**config.mk**
```make
export PLATFORM = sky130hd
export DESIGN_NAME = hadd_pulse_sched
export DESIGN_NICKNAME = d
export VERILOG_FILES = /design/src/rtl/hadd_sched_pkg.sv /design/src/rtl/hadd_pulse_capture.sv /design/src/rtl/hadd_pulse_sched.sv
export SDC_FILE = /design/constraint.sdc
export NUM_CORES = 1
export LEC_CHECK = 0
export BUFFER_PORTS_ARGS = -buffer_cell sky130_fd_sc_hd__buf_2
export CAP_MARGIN = 30
export CORE_MARGIN = 2
export CORE_UTILIZATION = 41
export DETAILED_ROUTE_END_ITERATION = 10
export HOLD_SLACK_MARGIN = 0.1
export SLEW_MARGIN = 25
export SYNTH_ARGS = -nofsm -noshare
export SYNTH_HDL_FRONTEND = slang
export SYNTH_SLANG_ARGS = --single-unit
```
**constraint.sdc**
```tcl
create_clock -name clock -period 2.7 [get_ports clock]
set_clock_uncertainty 0.15 [all_clocks]
set_input_delay 0.27 -clock clock [delete_from_list [all_inputs] [get_ports clock]]
set_output_delay 0.27 -clock clock [all_outputs]
set_load 0.02 [all_outputs]
```
**src/rtl/hadd_sched_pkg.sv**
```systemverilog
// hadd_sched_pkg: shared state encoding, default timing and counter sizing
// for the half-adder pulse scheduler.
package hadd_sched_pkg;

    typedef enum logic [2:0] {
        IDLE,
        PULSE_A,
        SEP_WAIT,
        PULSE_B,
        SETUP_WAIT,
        CLK,
        COLLECT,
        DONE
    } state_t;

    localparam int T_SEP_DEF    = 2;
    localparam int T_SETUP_DEF  = 4;
    localparam int T_RESULT_DEF = 8;
    localparam int CNT_W_DEF    = 8;

    function automatic int cnt_width(input int a, input int b, input int c);
        int m;
        m = (a > b) ? a : b;
        m = (m > c) ? m : c;
        return $clog2(m + 1);
    endfunction

endpackage

```
**src/rtl/hadd_pulse_capture.sv**
```systemverilog
// hadd_pulse_capture: sticky capture of one result line; a second pulse
// inside the same enabled window flags a duplicate.
module hadd_pulse_capture (
    input  logic clock,
    input  logic reset_n,
    input  logic i_clr,
    input  logic i_en,
    input  logic i_pulse,
    output logic o_hit,
    output logic o_dup
);

    logic r_hit;
    logic r_dup;

    always_ff @(posedge clock or negedge reset_n) begin
        if (!reset_n) begin
            r_hit <= 1'b0;
            r_dup <= 1'b0;
        end else if (i_clr) begin
            r_hit <= 1'b0;
            r_dup <= 1'b0;
        end else if (i_en && i_pulse) begin
            r_hit <= 1'b1;
            r_dup <= r_dup | r_hit;
        end
    end

    assign o_hit = r_hit;
    assign o_dup = r_dup;

endmodule

```
**src/rtl/hadd_pulse_sched.sv**
```systemverilog
// hadd_pulse_sched: sequences A/B data pulses, the cell clock pulse and a result
// capture window for one half-adder operation. Optional compare: HADD_SCHED_CHECK_EN.
module hadd_pulse_sched
    import hadd_sched_pkg::*;
#(
    parameter int T_SEP    = T_SEP_DEF,
    parameter int T_SETUP  = T_SETUP_DEF,
    parameter int T_RESULT = T_RESULT_DEF,
    parameter int CNT_W    = CNT_W_DEF
) (
    input  logic clock,
    input  logic reset_n,
    input  logic op_valid,
    output logic op_ready,
    input  logic op_a,
    input  logic op_b,
    output logic a_pulse,
    output logic b_pulse,
    output logic clk_pulse,
    input  logic carry_in,
    input  logic sum_in,
    output logic res_valid,
    input  logic res_ready,
    output logic res_carry,
    output logic res_sum,
    output logic res_err,
    output logic res_mismatch
);

    localparam int CNT_MIN = cnt_width(T_SEP, T_SETUP, T_RESULT);

    generate
        if (CNT_W < CNT_MIN) begin : g_cnt_too_small
            $error("CNT_W cannot hold the largest timing parameter");
        end
    endgenerate

    state_t           r_state;
    logic [CNT_W-1:0] r_cnt;
    logic             r_a;
    logic             r_b;
    logic             r_a_pulse;
    logic             r_b_pulse;
    logic             r_clk_pulse;
    logic             r_res_valid;
    logic             r_stray;
    logic             r_err_stray;

    logic w_accept;
    logic w_hs;
    logic w_collect;
    logic w_stray_now;
    logic w_cnt_zero;
    logic w_sep;
    logic w_hit_c;
    logic w_hit_s;
    logic w_dup_c;
    logic w_dup_s;

    assign w_accept    = op_valid && (r_state == IDLE);
    assign w_hs        = r_res_valid && res_ready;
    assign w_collect   = (r_state == COLLECT);
    assign w_stray_now = !w_collect && (carry_in || sum_in);
    assign w_cnt_zero  = (r_cnt == '0);
    assign w_sep       = r_a && r_b && (r_state == PULSE_A || r_state == SEP_WAIT);

    always_ff @(posedge clock or negedge reset_n) begin
        if (!reset_n) begin
            r_state     <= IDLE;
            r_cnt       <= '0;
            r_a         <= 1'b0;
            r_b         <= 1'b0;
            r_a_pulse   <= 1'b0;
            r_b_pulse   <= 1'b0;
            r_clk_pulse <= 1'b0;
            r_res_valid <= 1'b0;
            r_stray     <= 1'b0;
            r_err_stray <= 1'b0;
        end else begin
            r_a_pulse   <= 1'b0;
            r_b_pulse   <= 1'b0;
            r_clk_pulse <= 1'b0;
            r_stray     <= (r_stray && !w_hs) || w_stray_now;
            case (r_state)
                IDLE: if (op_valid) begin
                    r_a       <= op_a;
                    r_b       <= op_b;
                    r_a_pulse <= op_a;
                    r_b_pulse <= op_b && !op_a;
                    r_cnt     <= (op_a && op_b) ? CNT_W'(T_SEP - 1) : CNT_W'(T_SETUP - 1);
                    r_state   <= PULSE_A;
                end
                // counter times the A->B gap first (both set), then the setup gap
                PULSE_A, SEP_WAIT, PULSE_B, SETUP_WAIT: begin
                    if (w_cnt_zero && w_sep) begin
                        r_state   <= PULSE_B;
                        r_b_pulse <= 1'b1;
                        r_cnt     <= CNT_W'(T_SETUP - 1);
                    end else if (w_cnt_zero) begin
                        r_state     <= CLK;
                        r_clk_pulse <= 1'b1;
                    end else begin
                        r_state <= w_sep ? SEP_WAIT : SETUP_WAIT;
                        r_cnt   <= r_cnt - CNT_W'(1);
                    end
                end
                CLK: begin
                    r_state <= COLLECT;
                    r_cnt   <= CNT_W'(T_RESULT - 1);
                end
                COLLECT: begin
                    if (w_cnt_zero) begin
                        r_state     <= DONE;
                        r_res_valid <= 1'b1;
                        r_err_stray <= r_stray;
                    end else begin
                        r_cnt <= r_cnt - CNT_W'(1);
                    end
                end
                DONE: if (res_ready) begin
                    r_state     <= IDLE;
                    r_res_valid <= 1'b0;
                end
                default: r_state <= IDLE;
            endcase
        end
    end

    hadd_pulse_capture u_cap_carry (
        .clock   (clock),
        .reset_n (reset_n),
        .i_clr   (w_accept),
        .i_en    (w_collect),
        .i_pulse (carry_in),
        .o_hit   (w_hit_c),
        .o_dup   (w_dup_c)
    );

    hadd_pulse_capture u_cap_sum (
        .clock   (clock),
        .reset_n (reset_n),
        .i_clr   (w_accept),
        .i_en    (w_collect),
        .i_pulse (sum_in),
        .o_hit   (w_hit_s),
        .o_dup   (w_dup_s)
    );

    assign op_ready  = (r_state == IDLE);
    assign a_pulse   = r_a_pulse;
    assign b_pulse   = r_b_pulse;
    assign clk_pulse = r_clk_pulse;
    assign res_valid = r_res_valid;
    assign res_carry = w_hit_c;
    assign res_sum   = w_hit_s;
    assign res_err   = r_res_valid && (w_dup_c || w_dup_s || r_err_stray);

`ifdef HADD_SCHED_CHECK_EN
    logic r_exp_c;
    logic r_exp_s;

    always_ff @(posedge clock or negedge reset_n) begin
        if (!reset_n) begin
            r_exp_c <= 1'b0;
            r_exp_s <= 1'b0;
        end else if (w_accept) begin
            r_exp_c <= op_a && op_b;
            r_exp_s <= op_a ^ op_b;
        end
    end

    assign res_mismatch = r_res_valid && ((w_hit_c ^ r_exp_c) || (w_hit_s ^ r_exp_s));
`else
    assign res_mismatch = 1'b0;
`endif

endmodule

```
[Word-level counts from Yosys, hierarchy flattened]
Index checks and enable logic that the tools add are counted.
Operators by class
  add/sub/neg operators: 1
  eq/ne operators: 10
  muxes and demuxes: 31
  bitwise gates (word level): 2
  reduce and logical (&&, ||, !) cells: 32
Operators by type and width (count)
  $pmux W8 S4: 1
  $mux W8: 3
  $mux W3: 6
  $mux W1: 17
  $pmux W3 S5: 1
  $eq A3 B3 Y1 const B: 4
  $logic_and A1 B1 Y1: 12
  $logic_not A8 Y1: 1
  $sub A8 B1 Y8 const B: 1
  $eq A3 B2 Y1 const B: 2
  $ne A2 B2 Y1 const B: 3
  $reduce_and A2 Y1: 3
  $reduce_and A3 Y1: 2
  $reduce_bool A2 Y1: 3
  $logic_or A1 B1 Y1: 5
  $pmux W1 S2: 2
  $reduce_bool A4 Y1: 1
  $reduce_or A4 Y1: 1
  $eq A3 B1 Y1 const B: 1
  $logic_not A1 Y1: 3
  $logic_not A3 Y1: 1
  $mux W2: 1
  $or A1 B1 Y1: 2
Storage, ports and cells
  register bits: 23
  word-level logic and storage cells: 90

[Depth between registers and ports, before layout]
Gate-level depths: netlist of the first run.
  depth after elaboration: 7
  depth in mapped cells: 7
  gate-level depth less buffers: 6

[Modules after synthesis]
A second synthesis of the first run with hierarchy kept.
Unflattened totals
  cells, all modules: 125
  area total of the unflattened synthesis: 1211.2 µm²
By module, submodules not included
  hadd_pulse_sched: times used 1, cells an instance 113, area each 1073.5 µm², seq. area each 475.5 µm²
  hadd_pulse_capture: times used 2, cells an instance 6, area each 68.8 µm², seq. area each 50.0 µm²

[Worst setup path before layout of the first run]
No wires, ideal clock.
  path type: register to register
  from: register r_state[1]
  to: register r_a
  library setup time: 0.125 ns
  arrival: 1.786 ns
  setup slack: 0.639 ns
  stages on the path, launching flop included: 8
  clock period less this slack: 2.061 ns
  cells stage by stage: dfrtp_1 > buf_2 > or3_1 > clkbuf_1 > inv_1 > and2_1 > buf_2 > mux2_2
Between the ends
  cells in the longest elaborated chain, start to end: 2
Ends and longest elaborated chain
  start, declared: RTL line hadd_pulse_sched.sv:38  | state_t r_state;
  start signal, assigned: RTL line hadd_pulse_sched.sv:103  | r_state <= w_sep ? SEP_WAIT : SETUP_WAIT;
  $logic_not A3 Y1
  named net op_ready: RTL line hadd_pulse_sched.sv:14  | output logic op_ready,
  $reduce_and A2 Y1 (no source line)
  end signal, assigned: RTL line hadd_pulse_sched.sv:86  | r_a <= op_a;
  end, declared: RTL line hadd_pulse_sched.sv:40  | logic r_a;
The timed path passes the listed nets, and every way through them passes these cells.
A chain may end at the register's enable or synchronous reset.

[Worst setup path after layout of the first run]
  from: register r_cnt[0]
  to: register r_cnt[6]
Between the ends
  cells in the longest elaborated chain, start to end: 4
  elaborated cells on any way between the ends: 6
Ends and longest elaborated chain
  start, declared: RTL line hadd_pulse_sched.sv:39  | logic [CNT_W-1:0] r_cnt;
  start signal, assigned: RTL line hadd_pulse_sched.sv:90  | r_cnt <= (op_a && op_b) ? CNT_W'(T_SEP - 1) : CNT_W'(T_SETUP - 1);
  start signal, assigned: RTL line hadd_pulse_sched.sv:98  | r_cnt <= CNT_W'(T_SETUP - 1);
  start signal, assigned: RTL line hadd_pulse_sched.sv:104  | r_cnt <= r_cnt - CNT_W'(1);
  $sub A8 B1 Y8 / $logic_not A8 Y1 (equally long branches): RTL line hadd_pulse_sched.sv:104, hadd_pulse_sched.sv:117, hadd_pulse_sched.sv:64
  $mux W8 / $logic_and A1 B1 Y1 (equally long branches): RTL line hadd_pulse_sched.sv:99, hadd_pulse_sched.sv:112, hadd_pulse_sched.sv:95
  $mux W8: RTL line hadd_pulse_sched.sv:95  | if (w_cnt_zero && w_sep) begin
  $pmux W8 S4 *: RTL line hadd_pulse_sched.sv:84  | case (r_state)
Every way passes the cells marked *; elsewhere a longest branch is shown, timed or not.

==> flow_summary.ini, run 1 <==
[yosys]
synth_top_area_cell = dfrtp_1
syn_avg_cell_area_um2 = 9.13
synth.net_count = 144
post-synth-top-count-cell = dfrtp_1
synth-seq-area-share_pct = 46.7
synth_edf_count = 0
synth_cells = 135
async_flop_share_pct = 100
synth_seq_cells = 23
synth_cell_types = 41
ys_top_cells_by_area = dfrtp_1, nor2_1, o21ai_0, nand2_1, nor3_1
yosysWarnings = 0
yosys.area.top_type_share_pct = 46.7
ys_top_cells_by_count = dfrtp_1, nor2_1, nand2_1
ys.flop_type = dfrtp_1
syn_area_mm2 = 0.00123

[final_layout]
largest-register = r_cnt
fin_area_mm2 = 0.00137
final_nets = 160
nFillCells = 264
area_delta_synth_final_pct = 11.4
fin_util_pct = 48.9
largest_reg_flops = 8
drive_gt1_share_pct = 18.0
reg_top3 = r_cnt (8), r_state (3)
antenna_cells = 0

[grt]
grt_pass1_vias = 940
antenna_found_initial = 0
grt_first_pass_wirelength_um = 4230
top_usage_layer = met2
grt.overflow.total = 0
use_met3_pct = 2.86
grtUsageMet1_pct = 22.0
use_met2_pct = 24.9
grt_usage_pct = 16.2
grt_max_degree = 24

[setup_path]
r2r_end = r_cnt[6]
start_kind = flip-flop
end_kind = flip-flop
path_class = flip-flop to flip-flop
rr_worst_depth = 6
required_ns = 2.78
r2r_slack_ns = 0.53
arrival_ns = 2.25
reg2reg_from = r_cnt[0]
worstPathMaxFanout = 6

[timing]
drv_slew = 0
finalCritPeriodShare_pct = 80.5
hold_slack_ns = 0.119
setup_viol = 0
hold_viol_final = 0
rsz0062_at_grt = no
fmax_ghz = 0.460
tightest_slew_ns = 0.691
min_period_ns = 2.17
final.setup.tns_ns = 0
maxSlewHeadroom_pct = 53.6

[clocking]
cts_htree_levels = 1
cts_inserted_buffers = 3
cts_tree = yes
cts_buffer_depth = 2
clk_pin_slew_ns = 0.13
root_buffer = clkbuf_4
post_cts_buffers = 0
clock_latency_ns = 0.33
cts.sinks = 23

[floorplan]
start_util_pct = 43.9
fp.dieArea_mm2 = 0.00346
coreArea_mm2 = 0.00281
die_h_um = 58.8
num_io_pins = 17
rows = 19
die_x_um = 58.8

[worst_hold_path]
min_from = op_valid
min_path_cells = 2
hold-path-endpoint = a_pulse
hp-class = primary input to flip-flop

[power]
peakVddDrop_uv = 413
leakagePower_nw = 0.603
power_density_mw_per_mm2 = 1050

[run_status]
violations = design-rule violations
status = complete, but fails checks

[route]
via_per_inst = 5.69
wire_per_inst_um = 14.0
route.detailed.drc = 1
antenna_left = 0
first_iter_violations = 69
firstDrtPassIters = 7
dr_total_vias = 1030
wl_um = 2530

[placed_design]
portBuffers = 15
gp_congestion = 0.800
hpwl_um = 1860
postPlaceCellArea_mm2 = 0.00129

[job]
cap_violations = 0
==> layout make-up <==
class / count / area, µm² / area share [%]
clock buffers: 3 / 22.5 / 1.64
inverters: 6 / 22.5 / 1.64
repair buffers: 21 / 133 / 9.66
multi-input cells: 96 / 576 / 41.9
flip-flops and latches: 23 / 576 / 41.9
clock inverters: 1 / 5.00 / 0.365
well taps: 31 / 38.8 / 2.83
==> cells by family (layout without fill, tap and decap cells) <==
| family | after synthesis | count (layout) | share of synthesized area (%) |
|---|---|---|---|
| adder cells (fa/ha/maj) | 1 | 1 | 1.02 |
| AND/OR/NAND/NOR | 51 | 51 | 19.3 |
| AO/OA/AOI/OAI | 38 | 38 | 21.9 |
| multiplexers | 3 | 3 | 2.74 |
| buffers and inverters | 16 | 31 | 6.60 |
| other | 1 | 1 | 0.304 |
| flip-flops | 23 | 23 | 46.7 |
| XOR/XNOR | 2 | 2 | 1.42 |
==> metal layers <==
metal / wire length [µm] / share of wire [%]
met5: 0 / 0
met4: 55 / 2.2
met3: 93 / 3.7
met2: 1130 / 45
met1: 1250 / 49
==> worst max-delay path, cell delays in order (launching register included) <==
cell	delay [ns]
dfrtp_1	0.41
inv_1	0.10
ha_1	0.20
or3b_2	0.55
nor2_2	0.26
nor2_1	0.14
a32o_1	0.27
==> placed cells by master (no fill, tap or decap), drive strengths merged <==
cell type     n
dfrtp        23
nor2         18
buf          16
nand2        14
o21ai        12
inv           6
nor3          6
a21oi         5
dlygate4sd3   5
nand3         4
a31oi         3
clkbuf        3
mux2          3
o311ai        3
or3           2
xnor2         2
a32o          2
nor4          2
o2bb2ai       2
a22o          2
and2          1
or3b          1
or4           1
o31a          1
nor3b         1
and3          1
o211a         1
a21boi        1
o21a          1
a211oi        1
o32ai         1
o211ai        1
o22a          1
o22ai         1
ha            1
conb          1
clkinv        1
==> repair_timing <==
| item | 4_1_cts | 5_1_grt |
|---|---|---|
| hold buffers | 5 | 0 |
| endpoints found under the hold margin | 31 | 0 |
| resized for setup | 0 | 0 |
| setup endpoints to repair | 0 | 0 |
==> metrics by stage <==
step | setup WS [ns] | total power, mW | std cells
after floorplan | 0.639 | 1.15 | 135
after global placement | 0.582 | 1.25 | 172
after detailed placement | 0.559 | 1.27 | 172
after CTS | 0.540 | 1.44 | 181
after global routing | 0.426 | 1.57 | 181
final | 0.526 | 1.44 | 181
==> power by group <==
group | switching (mW) | total, mW | internal (mW) | leakage (nW)
registers | 0.145 | 0.618 | 0.473 | 0.268
clock network | 0.112 | 0.168 | 0.0557 | 0.0177
logic | 0.374 | 0.650 | 0.276 | 0.317
==> how the worst max path moves through the flow <==
stage,start,end,slack [ns],depth (start not counted)
5_1_grt,r_cnt[0],r_cnt[6],0.43,6
4_1_cts,r_cnt[0],r_err_stray,0.54,6
2_1_floorplan,r_state[1],r_a,0.64,7
3_3_place_gp,r_cnt[0],r_err_stray,0.58,6
3_5_place_dp,r_cnt[0],r_cnt[6],0.56,6
6_report,r_cnt[0],r_cnt[6],0.53,6
Power figures use the tool's default switching activity.
==> run 2, diff against run 1 <==
==> constraint.sdc (replaced) <==
create_clock -name clock -period 2.2 [get_ports clock]
set_clock_uncertainty 0.15 [all_clocks]
set_input_delay 0.22 -clock clock [delete_from_list [all_inputs] [get_ports clock]]
set_output_delay 0.22 -clock clock [all_outputs]
set_load 0.02 [all_outputs]
==> run 2 against run 1 <==
Compared with the run above: sequential share of layout area decreased by 1.8 points; cell area increased by 4.5%; register-to-register slack got worse by 0.35 ns; the run still ends with design-rule violations left; global-route usage increased by 1.6 points.
==> flow_summary.ini, run 2 (synthesis gave the netlist of run 1 again) <==
[run_status]
status = complete, but fails checks
violations = design-rule violations

[power]
peakVddDrop_uv = 584
total_power_mw = 1.83
power_density_mw_per_mm2 = 1270
leakagePower_nw = 0.638

[route]
first_iter_violations = 58
via_per_inst = 5.62
wire_per_inst_um = 14.7
antenna_left = 0
wl_um = 2770
firstDrtPassIters = 7
route.detailed.drc = 1
dr_total_vias = 1057

[grt]
use_met3_pct = 1.98
antenna_found_initial = 0
grt_pass1_vias = 1021
grt_max_degree = 24
grt.overflow.total = 0
top_usage_layer = met2
grt_usage_pct = 17.8
use_met2_pct = 27.5
grtUsageMet1_pct = 26.2
grt_first_pass_wirelength_um = 4770

[clocking]
clk_pin_slew_ns = 0.13
clock_latency_ns = 0.31
cts_buffer_depth = 2
root_buffer = clkbuf_4
cts_htree_levels = 1
cts_inserted_buffers = 3
cts.sinks = 23
cts_tree = yes
post_cts_buffers = 0

[setup_path]
worstPathMaxFanout = 6
end_kind = flip-flop
required_ns = 2.27
start_kind = flip-flop
arrival_ns = 2.09
path_class = flip-flop to flip-flop

[placed_design]
dp_cells = 178
postPlaceCellArea_mm2 = 0.00134
dp_slack_ns = 0.0512
gp_congestion = 0.902
portBuffers = 15
hpwl_um = 2030

[timing]
min_period_ns = 2.02
hold_slack_ns = 0.0936
fmax_ghz = 0.494
hold_viol_final = 0
maxSlewHeadroom_pct = 65.5
finalCritPeriodShare_pct = 92.0
rsz0062_at_grt = no
finalWorstSetupSlack_ns = 0.176
tightest_slew_ns = 0.518
setup_viol = 0
drv_slew = 0
final.setup.tns_ns = 0

[final_layout]
fin_util_pct = 51.1
multi_input_area_um2 = 583
nFillCells = 270
instances_no_fill = 188
antenna_cells = 0
largest_reg_flops = 8
final_common_cell = dfrtp_1
fin_area_mm2 = 0.00143
final_nets = 167
most-common-layout-cells = dfrtp_1, nor2_1, buf_2
reg_top3 = r_cnt (8), r_state (3)
largest-register = r_cnt
area_delta_synth_final_pct = 16.3
drive_gt1_share_pct = 20.4
register_area_um2 = 576

[worst_hold_path]
hp-class = primary input to flip-flop

[floorplan]
start_util_pct = 43.9
num_io_pins = 17
fp.dieArea_mm2 = 0.00346
die_x_um = 58.8
rows = 19
die_h_um = 58.8
coreArea_mm2 = 0.00281

[job]
cap_violations = 0
==> run 2: changes by cell type in the layout (fill, tap and decap cells not counted), sizes merged <==
cell / previous run / this run
buf: 16 / 22
clkbuf: 3 / 4
clkinv: 1 / 0
dlygate4sd3: 5 / 6
==> run 2: report_power, final <==
part / leakage, nW / switching (mW) / internal [mW] / total, mW
Clock: 0.0150 / 0.128 / 0.0709 / 0.199
Sequential: 0.268 / 0.138 / 0.581 / 0.719
Combinational: 0.355 / 0.527 / 0.381 / 0.908
==> run 2: worst max-delay path, cell delays in order, from the launching register on <==
cell      delay [ns]
dfrtp_1         0.42
inv_1           0.09
ha_1            0.21
or3b_4          0.45
o211ai_2        0.25
o21ai_0         0.12
a22o_1          0.24
==> run 2: final cells by class <==
type | instances | share of cell area, %
multi-input combinational | 96 | 40.7
sequential | 23 | 40.1
timing repair buffer | 28 | 13.1
tap | 31 | 2.71
clock buffer | 4 | 1.83
inverter | 6 | 1.57
==> run 2: repair_timing <==
action / CTS / global route
resized for setup: 0 / 2
endpoints found under the setup margin: 0 / 4
hold endpoints to repair: 32 / 0
hold buffers: 6 / 0
==> run 2: final timing paths <==
path                           start       end  slack (ns)  cells after the start
max                         r_cnt[0]  r_cnt[5]        0.18                      6
min reg2reg                  r_stray   r_stray        0.35                      2
min in group asynchronous    reset_n  r_cnt[5]        0.24                      2
max in group asynchronous    reset_n   r_stray        1.31                      2
min                        res_ready   r_stray        0.09                      4
max reg2reg                 r_cnt[0]  r_cnt[5]        0.18                      6
==> run 2: per-layer routing <==
layer  share of wire (%)  routed length, µm
met1                  50               1390
met5                   0                  0
met3                 2.9                 80
met4                 1.0                 29
met2                  46               1270
